### config.mk
export PLATFORM = sky130hd
export DESIGN_NAME = serial_sub4
export DESIGN_NICKNAME = d
export VERILOG_FILES = /design/src/rtl/serial_sub4_pkg.sv /design/src/rtl/full_sub_bit.sv /design/src/rtl/serial_sub4.sv
export SDC_FILE = /design/constraint.sdc
export NUM_CORES = 1
export LEC_CHECK = 0
export CAP_MARGIN = 5
export CORE_AREA = 2 2 47 49
export CTS_BUF_LIST = sky130_fd_sc_hd__clkbuf_8
export DETAILED_ROUTE_END_ITERATION = 10
export DIE_AREA = 0 0 49 51
export GPL_ROUTABILITY_DRIVEN = 0
export GPL_TIMING_DRIVEN = 0
export PLACE_DENSITY = 0.72
export SLEW_MARGIN = 0
export SYNTH_ARGS = -nofsm -noshare
export SYNTH_HDL_FRONTEND = slang
export SYNTH_SLANG_ARGS = --single-unit
### constraint.sdc
create_clock -name clk -period 1.4 [get_ports clk]
set_input_delay 0.21 -clock clk [delete_from_list [all_inputs] [get_ports clk]]
set_output_delay 0.21 -clock clk [all_outputs]
set_load 0.005 [all_outputs]
### src/rtl/serial_sub4_pkg.sv
// Shared definitions for the bit-serial subtractor: FSM states, default width
// and the bit-counter sizing helper.
package serial_sub4_pkg;

  localparam int DEFAULT_WIDTH = 4;

  typedef enum logic [1:0] {
    ST_IDLE = 2'd0,
    ST_RUN  = 2'd1,
    ST_DONE = 2'd2
  } state_t;

  function automatic int cnt_width(input int width);
    return (width > 1) ? $clog2(width) : 1;
  endfunction

endpackage

### src/rtl/full_sub_bit.sv
// One-bit full subtractor: d = a - b - bin, bout set when the bit borrows.
module full_sub_bit (
  input  logic a,
  input  logic b,
  input  logic bin,
  output logic d,
  output logic bout
);

  assign d    = a ^ b ^ bin;
  assign bout = (~a & b) | (~(a ^ b) & bin);

endmodule

### src/rtl/serial_sub4.sv
// Bit-serial subtractor: DIFF = A - B - BIN processed LSB first, one bit per
// cycle, with a one-cycle done pulse once the full result is in place.
module serial_sub4
  import serial_sub4_pkg::*;
#(
  parameter int WIDTH = DEFAULT_WIDTH
) (
  input  logic             clk,
  input  logic             rst,
  input  logic             start,
  input  logic [WIDTH-1:0] A,
  input  logic [WIDTH-1:0] B,
  input  logic             BIN,
  output logic [WIDTH-1:0] DIFF,
  output logic             BOUT,
  output logic             busy,
  output logic             done
);

  localparam int            CW   = cnt_width(WIDTH);
  localparam logic [CW-1:0] LAST = CW'(WIDTH - 1);

  state_t           state_q;
  logic [WIDTH-1:0] a_q;
  logic [WIDTH-1:0] b_q;
  logic [WIDTH-1:0] diff_q;
  logic             borrow_q;
  logic             bout_q;
  logic [CW-1:0]    cnt_q;

  logic             d_bit;
  logic             borrow_d;
  logic [WIDTH-1:0] diff_d;

  full_sub_bit u_bit (
    .a    (a_q[0]),
    .b    (b_q[0]),
    .bin  (borrow_q),
    .d    (d_bit),
    .bout (borrow_d)
  );

  // Result bits enter at the MSB so the LSB lands at bit 0 after WIDTH shifts.
  assign diff_d = {d_bit, diff_q[WIDTH-1:1]};

  always_ff @(posedge clk or posedge rst) begin
    if (rst) begin
      state_q  <= ST_IDLE;
      a_q      <= '0;
      b_q      <= '0;
      diff_q   <= '0;
      borrow_q <= 1'b0;
      bout_q   <= 1'b0;
      cnt_q    <= '0;
    end else begin
      case (state_q)
        ST_IDLE: begin
          if (start) begin
            a_q      <= A;
            b_q      <= B;
            borrow_q <= BIN;
            cnt_q    <= '0;
            state_q  <= ST_RUN;
          end
        end
        ST_RUN: begin
          a_q      <= a_q >> 1;
          b_q      <= b_q >> 1;
          borrow_q <= borrow_d;
          diff_q   <= diff_d;
          cnt_q    <= cnt_q + 1'b1;
          if (cnt_q == LAST) begin
            bout_q  <= borrow_d;
            state_q <= ST_DONE;
          end
        end
        ST_DONE: state_q <= ST_IDLE;
        default: state_q <= ST_IDLE;
      endcase
    end
  end

  assign DIFF = diff_q;
  assign BOUT = bout_q;
  assign busy = (state_q != ST_IDLE);
  assign done = (state_q == ST_DONE);

endmodule

Yosys cells after proc, flatten, opt, wreduce, memory -nomap -nowiden:

Cells that the tools add are included.

* input port bits: 12
* word-level logic and storage cells: 37
* bits in registers: 18
* output and inout port bits: 7

* add/subtract/negate cells: 1
* reductions and logical operators: 6
* muxes and demuxes: 11
* equality and inequality tests: 5
* bitwise operators: 7

Operators by type and width (count)
* $pmux W4 S2: 2
* $mux W4: 2
* $pmux W2 S2: 2
* $mux W2: 3
* $reduce_and A2 Y1: 3
* $eq A2 B2 Y1 const B: 2
* $ne A2 B2 Y1 const B: 2
* $reduce_bool A2 Y1: 2
* $add A2 B1 Y2 const B: 1
* $and A1 B1 Y1: 2
* $eq A2 B1 Y1 const B: 1
* $logic_not A2 Y1: 1
* $not A1 Y1: 2
* $pmux W1 S2: 1
* $xor A1 B1 Y1: 2
* $mux W1: 1
* $or A1 B1 Y1: 1

Logic depth before layout (Yosys ltp):

* depth after elaboration: 5
* mapped depth: 4
* depth with buffers taken out: 3

By module:

A second synthesis with hierarchy kept.

* cell total of the unflattened synthesis: 79
* area, all modules: 904.6 um^2

By module, submodules not included
* serial_sub4: times used 1, area an instance 873.3 um^2, cells each 75
* full_sub_bit: times used 1, area an instance 31.3 um^2, cells each 4

Worst setup path before layout:

Ideal clock, no wire load.

* path type: flip-flop to flip-flop
* start point: reg a_q[0]
* end point: reg diff_q[3], in the netlist DIFF[3]
* stages on the path, launching flop included: 3
* data required time: 1272 ps
* data arrival time: 1091 ps
* period minus slack after synthesis: 1218 ps
* setup slack: 182 ps
* cell sequence: dfrtp_1 > fa_1 > mux2_1

* word-level cells in the longest chain between the ends: 2

RTL lines
* start: declaration: line serial_sub4.sv:24 `logic [WIDTH-1:0] a_q;`
* start signal: assignment: line serial_sub4.sv:67 `a_q <= a_q >> 1;`
* $xor A1 B1 Y1 (2 in a row): line full_sub_bit.sv:10 `assign d = a ^ b ^ bin;`
* named net d_bit: line serial_sub4.sv:31 `logic d_bit;`
* end signal: assignment: line serial_sub4.sv:70 `diff_q <= diff_d;`
* end: declaration: line serial_sub4.sv:26 `logic [WIDTH-1:0] diff_q;`

The timed path passes the listed nets, and every way through them passes these cells.
A chain may end at the register's enable or synchronous reset.

Worst setup path after layout:

* start point: reg diff_q[3], in the netlist DIFF[3]
* end point: out DIFF[3]

RTL lines
* end: declaration: line serial_sub4.sv:14 `output logic [WIDTH-1:0] DIFF,`

No word-level cell between the ends.

==> metrics.md <==
| Metric | Value |
|---|---|
| Comb pwr share | 48.8% |
| Crit path DAT | 1.11 ns |
| TritonCTS Buffers | 3 |
| Clock root cell | clkbuf_8 |
| Layout cells sized above 1 | 24.2% |
| Hold EP | a_q[3] |
| Synthesis Warnings | 0 |
| Sequential fraction of the synthesis area | 54.2% |
| Setup-failing EPs final | 0 |
| Layer carrying the most global-route usage | met2 |
| Synth top area cells | dfrtp_1 54%, mux2_2 5.4%, a222oi_1 4.8% |
| Clock power frac | 16.3% |
| Max cap viols | 0 |
| Netlist Area Pre-Place | 831 sq um |
| CTS sink cnt | 18 |
| Hold wc startpoint | start |
| Worst reg2reg setup slack | 0.13 ns |
| Pwr dens | 2260 nW/um^2 |
| Net Count, Synth | 82 |
| Setup WS post-layout | 0.0789 ns |
| Design Area, Final | 1140 sq um |
| Die area | 2500 sq um |
| Core box area | 2060 sq um |
| Fmax achieved | 757 MHz |
| Met3 Use GR | 2.63% |
| Post-synthesis cell type count | 22 |
| Top fanout value on the critical path | 3 |
| Port Buf Inserts | 17 |
| Net Sw Power | 0.000835 W |
| WL/cell | 13.7 um |
| Tmin final | 1.32 ns |
| WHS Path Cells | 2 |
| CP Cell Sequence | clkdlybuf4s50_1 |
| Flop pwr share | 34.9% |
| Top cell type's share of synthesized area | 54.2% |
| Crit end category | primary output |
| Total power | 0.00258 W |
| Post-synth top area cell | dfrtp_1 |
| Critical path required time | 1.19 ns |
| Slew of the pin with the lowest slew margin | 0.689 ns |
| Startpoint Class | register |
| R2r worst-path depth | 4 |
| Family with the most delay on the worst path | buffers and inverters |
| Initial antenna violation count | 0 |
| Mapped Cells | 68 |
| Final-report max-slew violation count | 0 |
| Status | completed |
| Vias per cell | 5.19 |
| Final Cycle Share | 94.4% |
| Post-DP Area | 1040 sq um |
| Worst slack at placement | -0.174 ns |
| Pint | 0.00174 W |
| Largest net degree at the start of global routing | 19 |
| Final #Nets | 110 |
| Total track usage | 15.6% |
| Hold Crit Class | primary input to register |
| Syn Area/Cell | 12.2 sq um |
| Antenna Cells | 0 |
| Final core utilization | 55.3% |
| First DRT Iteration DRCs | 13 |
| Leak pwr | 0.520 nW |
| Initial core utilization | 40.3% |
| Die width | 49 um |
| Vias in the first global route | 651 |
| Peak VDD IR | 1.19 mV |
| Hpwl dp | 1160 um |
| Worst Path Buf+Inv | 1 |
| Capture point of the worst reg-to-reg path | DIFF[0] |
| Final hold slack | 0.289 ns |
| First-pass GRT wire length | 2970 um |
| Overflow after GRT | 0 |
| Clock tree buffer depth | 2 |
| # IOs | 19 |
| RSZ-0062 raised after global routing | no |
| Worst r2r src | state_q[0] |
| Largest stage delay, worst path | 0.51 ns |
| ANT nets after route | 0 |
| H-tree depth | 1 |
| Worst skew pair latency | 0.25 ns |
| DRC Markers | 0 |
| Die Y | 51 um |
| Skew final | 0.00221 ns |
| Slew margin rel. | 54.0% |
| CTS tree | done |
| Rows | 17 |
| Fillcell total | 186 |
| GR Util met1 | 20.3% |
| TritonRoute pass-1 iters | 5 |
| Total Wirelength | 1680 um |
| Crit path kind | register to primary output |
| GR Util met2 | 26.0% |
| Layout area overhead | 37.3% |
| Synth Register Bits | 18 |
| Final Hold Viols | 0 |
| Clk slew on worst S/H paths | 0.07 ns |
| Net Sw Frac | 32.4% |
| Routed vias | 638 |
| Critical Path Slowest Stage Cell | clkdlybuf4s50_1 |
[area by class of cell]
| class | instances | area (sq um) | share of cell area, % |
|---|---|---|---|
| timing repair buffer | 23 | 205 | 18.0 |
| tap | 28 | 35.0 | 3.07 |
| sequential | 18 | 450 | 39.5 |
| multi-input combinational | 35 | 312 | 27.3 |
| inverter | 10 | 37.5 | 3.29 |
| clock buffer | 4 | 55.1 | 4.82 |
| buffer | 5 | 46.3 | 4.06 |
[power groups by stage]
stage | registers (W) | logic [W] | clock network, W
final | 0.000899 | 0.00126 | 0.000421
after global routing | 0.000932 | 0.00141 | 0.000461
after CTS | 0.000901 | 0.00122 | 0.000436
after detailed placement | 0.000915 | 0.00113 | 0
after global placement | 0.000902 | 0.00108 | 0
after floorplan | 0.000896 | 0.000741 | 0
[worst reg2reg max path, delay by kind of cell, from the launching register on]
family	cells	cell delay [ns]
buf+inv	2	0.34
simple gates	1	0.11
mux	1	0.35
flops	1	0.37
[sequential cells by signal (all words and copies together) (netlist names)]
name	cells
b_q	4
a_q	4
DIFF	4
cnt_q	2
state_q	2
borrow_q	1
BOUT	1
[per-layer routing]
layer | routed length (um) | vias to the layer above | share of wire (%)
met5 | 0 | - | 0
li1 | - | 293 | -
met3 | 71 | 2 | 4.2
met2 | 837 | 19 | 50
met4 | 19 | 0 | 1.1
met1 | 756 | 324 | 45
[cell usage after synthesis]
master    count
a22o_1        1
nor2_1        3
a222oi_1      4
mux2_2        4
nor4b_1       3
mux2i_1       1
a21oi_1       1
buf_2         2
buf_6         1
dfrtp_1      18
o21bai_2      1
nor2_2        1
buf_4         2
and3b_1       1
nand2b_1      1
nor2b_1       6
fa_1          1
ha_1          1
mux2_1        1
inv_1        10
a32o_1        2
a221oi_1      3
[worst max-delay path by stage]
stage	start	end	cells past startpoint
floorplan	a_q[0]	DIFF[3]	2
global placement	state_q[1]	busy	4
detailed placement	state_q[1]	busy	4
CTS	state_q[1]	done	3
global route	a_q[0]	borrow_q	2
finish	DIFF[3]	DIFF[3]	1
[what timing repair did]
item | 4_1_cts | 5_1_grt
setup endpoints to repair | 2 | 2
resized for setup | 7 | 3
setup buffers | 3 | 3
gates cloned | 0 | 0
hold buffers | 0 | 0
pin swaps | 1 | 1
[placed cells by master, fill, tap and decap left out]
cell type and count:
dfrtp_1 18, clkdlybuf4s50_1 15, inv_1 10, buf_4 7, nor2b_1 6, a222oi_1 4
mux2_2 4, clkbuf_8 4, buf_6 3, nor2_1 3, nor4b_1 3, a221oi_1 3
a32o_1 2, clkbuf_2 2, nor2_4 1, o21bai_2 1, and3b_1 1, buf_2 1
a22o_1 1, mux2i_1 1, mux2_1 1, nand2b_1 1, a21oi_1 1, fa_1 1
ha_1 1
[logic make-up (layout without fill, tap and decap cells)]
family	after synthesis	count (layout)	share of synthesized area (%)
flops	18	18	54.2
simple gates	15	15	11.6
buf+inv	15	42	8.89
compound gates	12	12	13.4
mux	6	6	7.98
fa+ha+maj	2	2	3.92
[metrics by stage]
stage               TNS (ns)  instances
floorplan                  0         68
global placement      -0.168        113
global route               0        123
CTS                        0        120
detailed placement    -0.235        113
finish                     0        123
(Power assumes the default switching activity.)
==> variant 1 (same flow settings) <==
Register the outputs `busy` and `done`, cleared by the reset; this adds one clock of latency there. The other outputs are not delayed to match. Comments in the files are not updated.
--- a/src/rtl/serial_sub4.sv
+++ b/src/rtl/serial_sub4.sv
@@ -84,4 +84,11 @@
   assign BOUT = bout_q;
-  assign busy = (state_q != ST_IDLE);
-  assign done = (state_q == ST_DONE);
+  always_ff @(posedge clk or posedge rst) begin
+    if (rst) begin
+      busy <= '0;
+      done <= '0;
+    end else begin
+      busy <= (state_q != ST_IDLE);
+      done <= (state_q == ST_DONE);
+    end
+  end
 
Check against the original RTL: not equivalent (Yosys sat finds a counterexample within 4 cycles, from zero or initial values and one cycle with rst high).
==> variant 1 against the unedited design <==
- synthesized cell count rose by 24%
- total power fell by 6.6%
- worst setup slack got worse by 12 ps
- sequential cell count rose by 2
- non-clock buffer count fell by 7
- count of clock-buffer cells in the layout fell by 1
- area after synthesis rose by 7.5%
- wire length fell by 2.5%
- critical path type unchanged
- first-iteration DRC count rose by 54%
- die area did not move
- final area fell by 0.11%
==> variant 1: results (changes against the unedited design) <==
pin count of the biggest net entering global routing: 21 (+2)
vias in the first global route: 667 (+2.5%)
synthesized net count: 98 (+20%)
leakage power: 0.522 nW (+0.38%)
post-DP HPWL: 1200 um (+3.4%)
gr usage total: 15.5% (-0.069 points)
metal3 WL: 73 um (+2.8%)
register area share after synthesis: 56.0% (+1.8 points)
Pwr Density: 2110 mW/mm^2 (-6.5%)
switching share of power: 34.8% (+2.4 points)
status: completed
PostCTS Resize Cnt: 0 (-7)
Initial DRC Count: 20 (+7)
DP Area: 0.00110 mm^2 (+6.0%)
1st-pass router iterations: 6 (+1)
Final nets: 120 (+9.1%)
Post-CTS Setup Bufs: 0 (-3)
first-pass GRT wire length: 2960 um (-0.24%)
met1 WL: 715 um (-5.4%)
via density per instance: 5.10 (-1.7%)
Avg WL per Cell: 12.4 um (-9.1%)
final clock skew: 3.73 ps (+1.52 ps)
met2 wire len: 826 um (-1.3%)
Worst Hold Path Cells: 3 (+1)
Post-synth top cells: dfrtp_1 (20), nand2_1 (16), a21oi_1 (6), nor2b_1 (6), inv_1 (5)
Synth area leaders: dfrtp_1 (56%), nand2_1 (6.7%), nor2b_1 (4.2%), a21oi_1 (3.4%), fa_1 (2.2%)
Fillers: 209 (+12%)
Max VDD drop: 1.02 mV (-14%)
[variant 1: cell count changes in the layout (fill, tap and decap cells not counted), moves of 3 or more]
cell,change
o21ai_1,+3
inv_1,-5
nor4b_1,-3
a21oi_1,+5
nand2_1,+16
buf_4,-5
a222oi_1,-3
mux2_2,-4
[variant 1: area by class of cell]
cell class,instances,share of cell area [%]
Buffer,4,2.74
Tap cell,28,3.07
Timing Repair Buffer,17,14.9
Multi-Input combinational cell,54,29.7
Clock buffer,3,3.62
Inverter,6,1.98
Sequential cell,20,43.9
[variant 1: cell families after synthesis]
logic type	count (synthesis)	share of synthesized area, %
simple gates	33	18.9
flops	20	56.0
compound gates	19	15.4
buf+inv	10	6.02
fa+ha+maj	2	3.64
[variant 1: layer usage]
layer | up-vias | track usage [%]
met5 | - | 0
li1 | 326 | -
met3 | 4 | 2.05
met4 | 0 | 7.14
met1 | 321 | 18.6
met2 | 22 | 27.9
[variant 1: worst min-delay path: stages]
cell and delay, ps:
buf_2 170, nand3b_1 90, o221a_1 110
[variant 1: power by group through the flow]
stage | clock, mW | combinational [mW] | sequential, mW
floorplan | 0 | 0.705 | 0.977
global route | 0.396 | 1.21 | 1.02
global placement | 0 | 1.03 | 0.988
CTS | 0.370 | 1.08 | 0.987
finish | 0.363 | 1.06 | 0.983
detailed placement | 0 | 1.08 | 0.999
[variant 1: metrics by stage]
| stage | power, mW | cells |
|---|---|---|
| 4_1_cts | 2.44 | 132 |
| 2_1_floorplan | 1.68 | 84 |
| 3_3_place_gp | 2.02 | 129 |
| 3_5_place_dp | 2.08 | 129 |
| 5_1_grt | 2.62 | 132 |
| 6_report | 2.41 | 132 |
[variant 1: path summary, 6_finish.rpt]
kind | start | to | slack (ps)
setup / recovery | DIFF[1] | DIFF[1] | 70
hold / removal | start | a_q[0] | 370
setup reg to reg | a_q[0] | borrow_q | 100
hold reg to reg | DIFF[0] | DIFF[0] | 480
max in group asynchronous | rst | b_q[2] | 540
min in group asynchronous | rst | borrow_q | 390
==> variant 2 (same settings) <==
Without the edit above. `DEFAULT_WIDTH`: 4 -> 3.
--- a/src/rtl/serial_sub4_pkg.sv
+++ b/src/rtl/serial_sub4_pkg.sv
@@ -4,3 +4,3 @@
 
-  localparam int DEFAULT_WIDTH = 4;
+  localparam int DEFAULT_WIDTH = 3;
 
Ports: changed (resized A, B and DIFF); port bits go from 19 to 16. No check against the original RTL was run, so the function may have changed too.
==> variant 2 against the unedited design <==
- final area down 5.3%
- die area unchanged
- cell count down 6.5%
- total power down 6.6%
- sequential cell count down 3
- critical path depth up 3
- worst setup slack worse by 25 ps
- wire length down 9.9%
- combinational power up 4%
- utilization down 2.9 points
- synthesized cell count down 8.8%
- area after synthesis down 4.8%
- count of clock-buffer cells in the layout down 1
- highest routed layer unchanged
==> variant 2: results (changes against the unedited design) <==
Post-synth top cells: dfrtp_1 (15), inv_1 (9), a221oi_2 (4), nand2b_1 (4), nor4b_2 (3)
root buffer selected by CTS: clkbuf_8
mux cell area share after synthesis: 7.91% (-0.071 points)
Fillers: 196 (+5.4%)
leakage power: 0.474 nW (-8.8%)
final clock skew: 1.64 ps (-0.563 ps)
path type of the worst min-delay path: primary input to async pin
fraction of layout cells with a size suffix above 1: 37.9% (+14 points)
DP Area: 976 um^2 (-5.8%)
met1 WL: 699 um (-7.5%)
port buffer count: 15 (-2)
Worst path slowest cell: dfrtp_2
DP Cell Count: 105 (-7.1%)
Synth area leaders: dfrtp_1 (47%), a221oi_2 (7.6%), nor4b_2 (5.7%), inv_1 (4.3%), mux2_4 (3.8%)
PostCTS Resize Cnt: 10 (+3)
met3 Use GR: 2.34% (-0.29 points)
met2 wire len: 744 um (-11%)
metal3 WL: 61 um (-14%)
Largest stage delay, worst path: 400 ps (-110 ps)
Setup crit end: done
Place WS: -201 ps (-26.8 ps)
final period utilization: 96.1% (+1.8 points)
Initial DRC Count: 15 (+2)
relative slew slack: 61.8% (+7.8 points)
Hold WS: 326 ps (+36.8 ps)
crit path DAT: 1140 ps (+30 ps)
reg2reg end: b_q[1]
post-DP HPWL: 1060 um (-8.6%)
worst r2r path cells: 5 (+1)
Max VDD drop: 1.09 mV (-7.7%)
Setup crit start: state_q[1]
adder-cell share of the synthesized area: 4.11% (+0.20 points)
1st-pass router iterations: 5 (unchanged)
first-pass GRT wire length: 2750 um (-7.4%)
Post-CTS Setup Bufs: 6 (+3)
Routed WL: 1520 um (-9.9%)
worst reg2reg setup slack: 70 ps (-60 ps)
synthesized net count: 74 (-9.8%)
met2 Use GR: 23.5% (-2.5 points)
routing usage on met1: 18.9% (-1.4 points)
complex-gate fraction of the synthesized area: 15.5% (+2.1 points)
non-filler cells, final: 115 (-6.5%)
Netlist cell types: 25 (+14%)
register area share after synthesis: 47.5% (-6.7 points)
status: completed
gr usage total: 14.3% (-1.3 points)
Final nets: 100 (-9.1%)
vias in the first global route: 610 (-6.3%)
worst-path fanout max: 5 (+2)
Mapped Cells: 62 (-8.8%)
pin count of the biggest net entering global routing: 16 (-3)
via density per instance: 4.97 (-4.1%)
## variant 2: power breakdown
group	total, mW	internal [mW]	leakage, nW	switching, mW
combinational	1.31	0.754	0.271	0.551
clock	0.341	0.196	0.0255	0.144
sequential	0.763	0.651	0.178	0.112
total	2.41	1.60	0.474	0.808
## variant 2: layout make-up
cell class	count	area (um^2)	area share (%)
Clock buffer	3	41.3	3.82
Sequential cell	15	378	35.0
Clock inverter	1	5.00	0.463
Timing Repair Buffer	21	189	17.5
Buffer	2	26.3	2.43
Inverter	9	33.8	3.12
Multi-Input combinational cell	36	373	34.5
Tap cell	28	35.0	3.24
## variant 2: critical path: cells and delay by family, from the launching register on
| kind | cells | cell delay [ps] |
|---|---|---|
| buffers and inverters | 3 | 380 |
| AND/OR/NAND/NOR | 1 | 110 |
| flip-flops | 1 | 400 |
## variant 2: cells by family after synthesis
family	after synthesis
AND/OR/NAND/NOR	19
flip-flops	15
buffers and inverters	11
AO/OA/AOI/OAI	10
multiplexers	5
adder cells (fa/ha/maj)	2
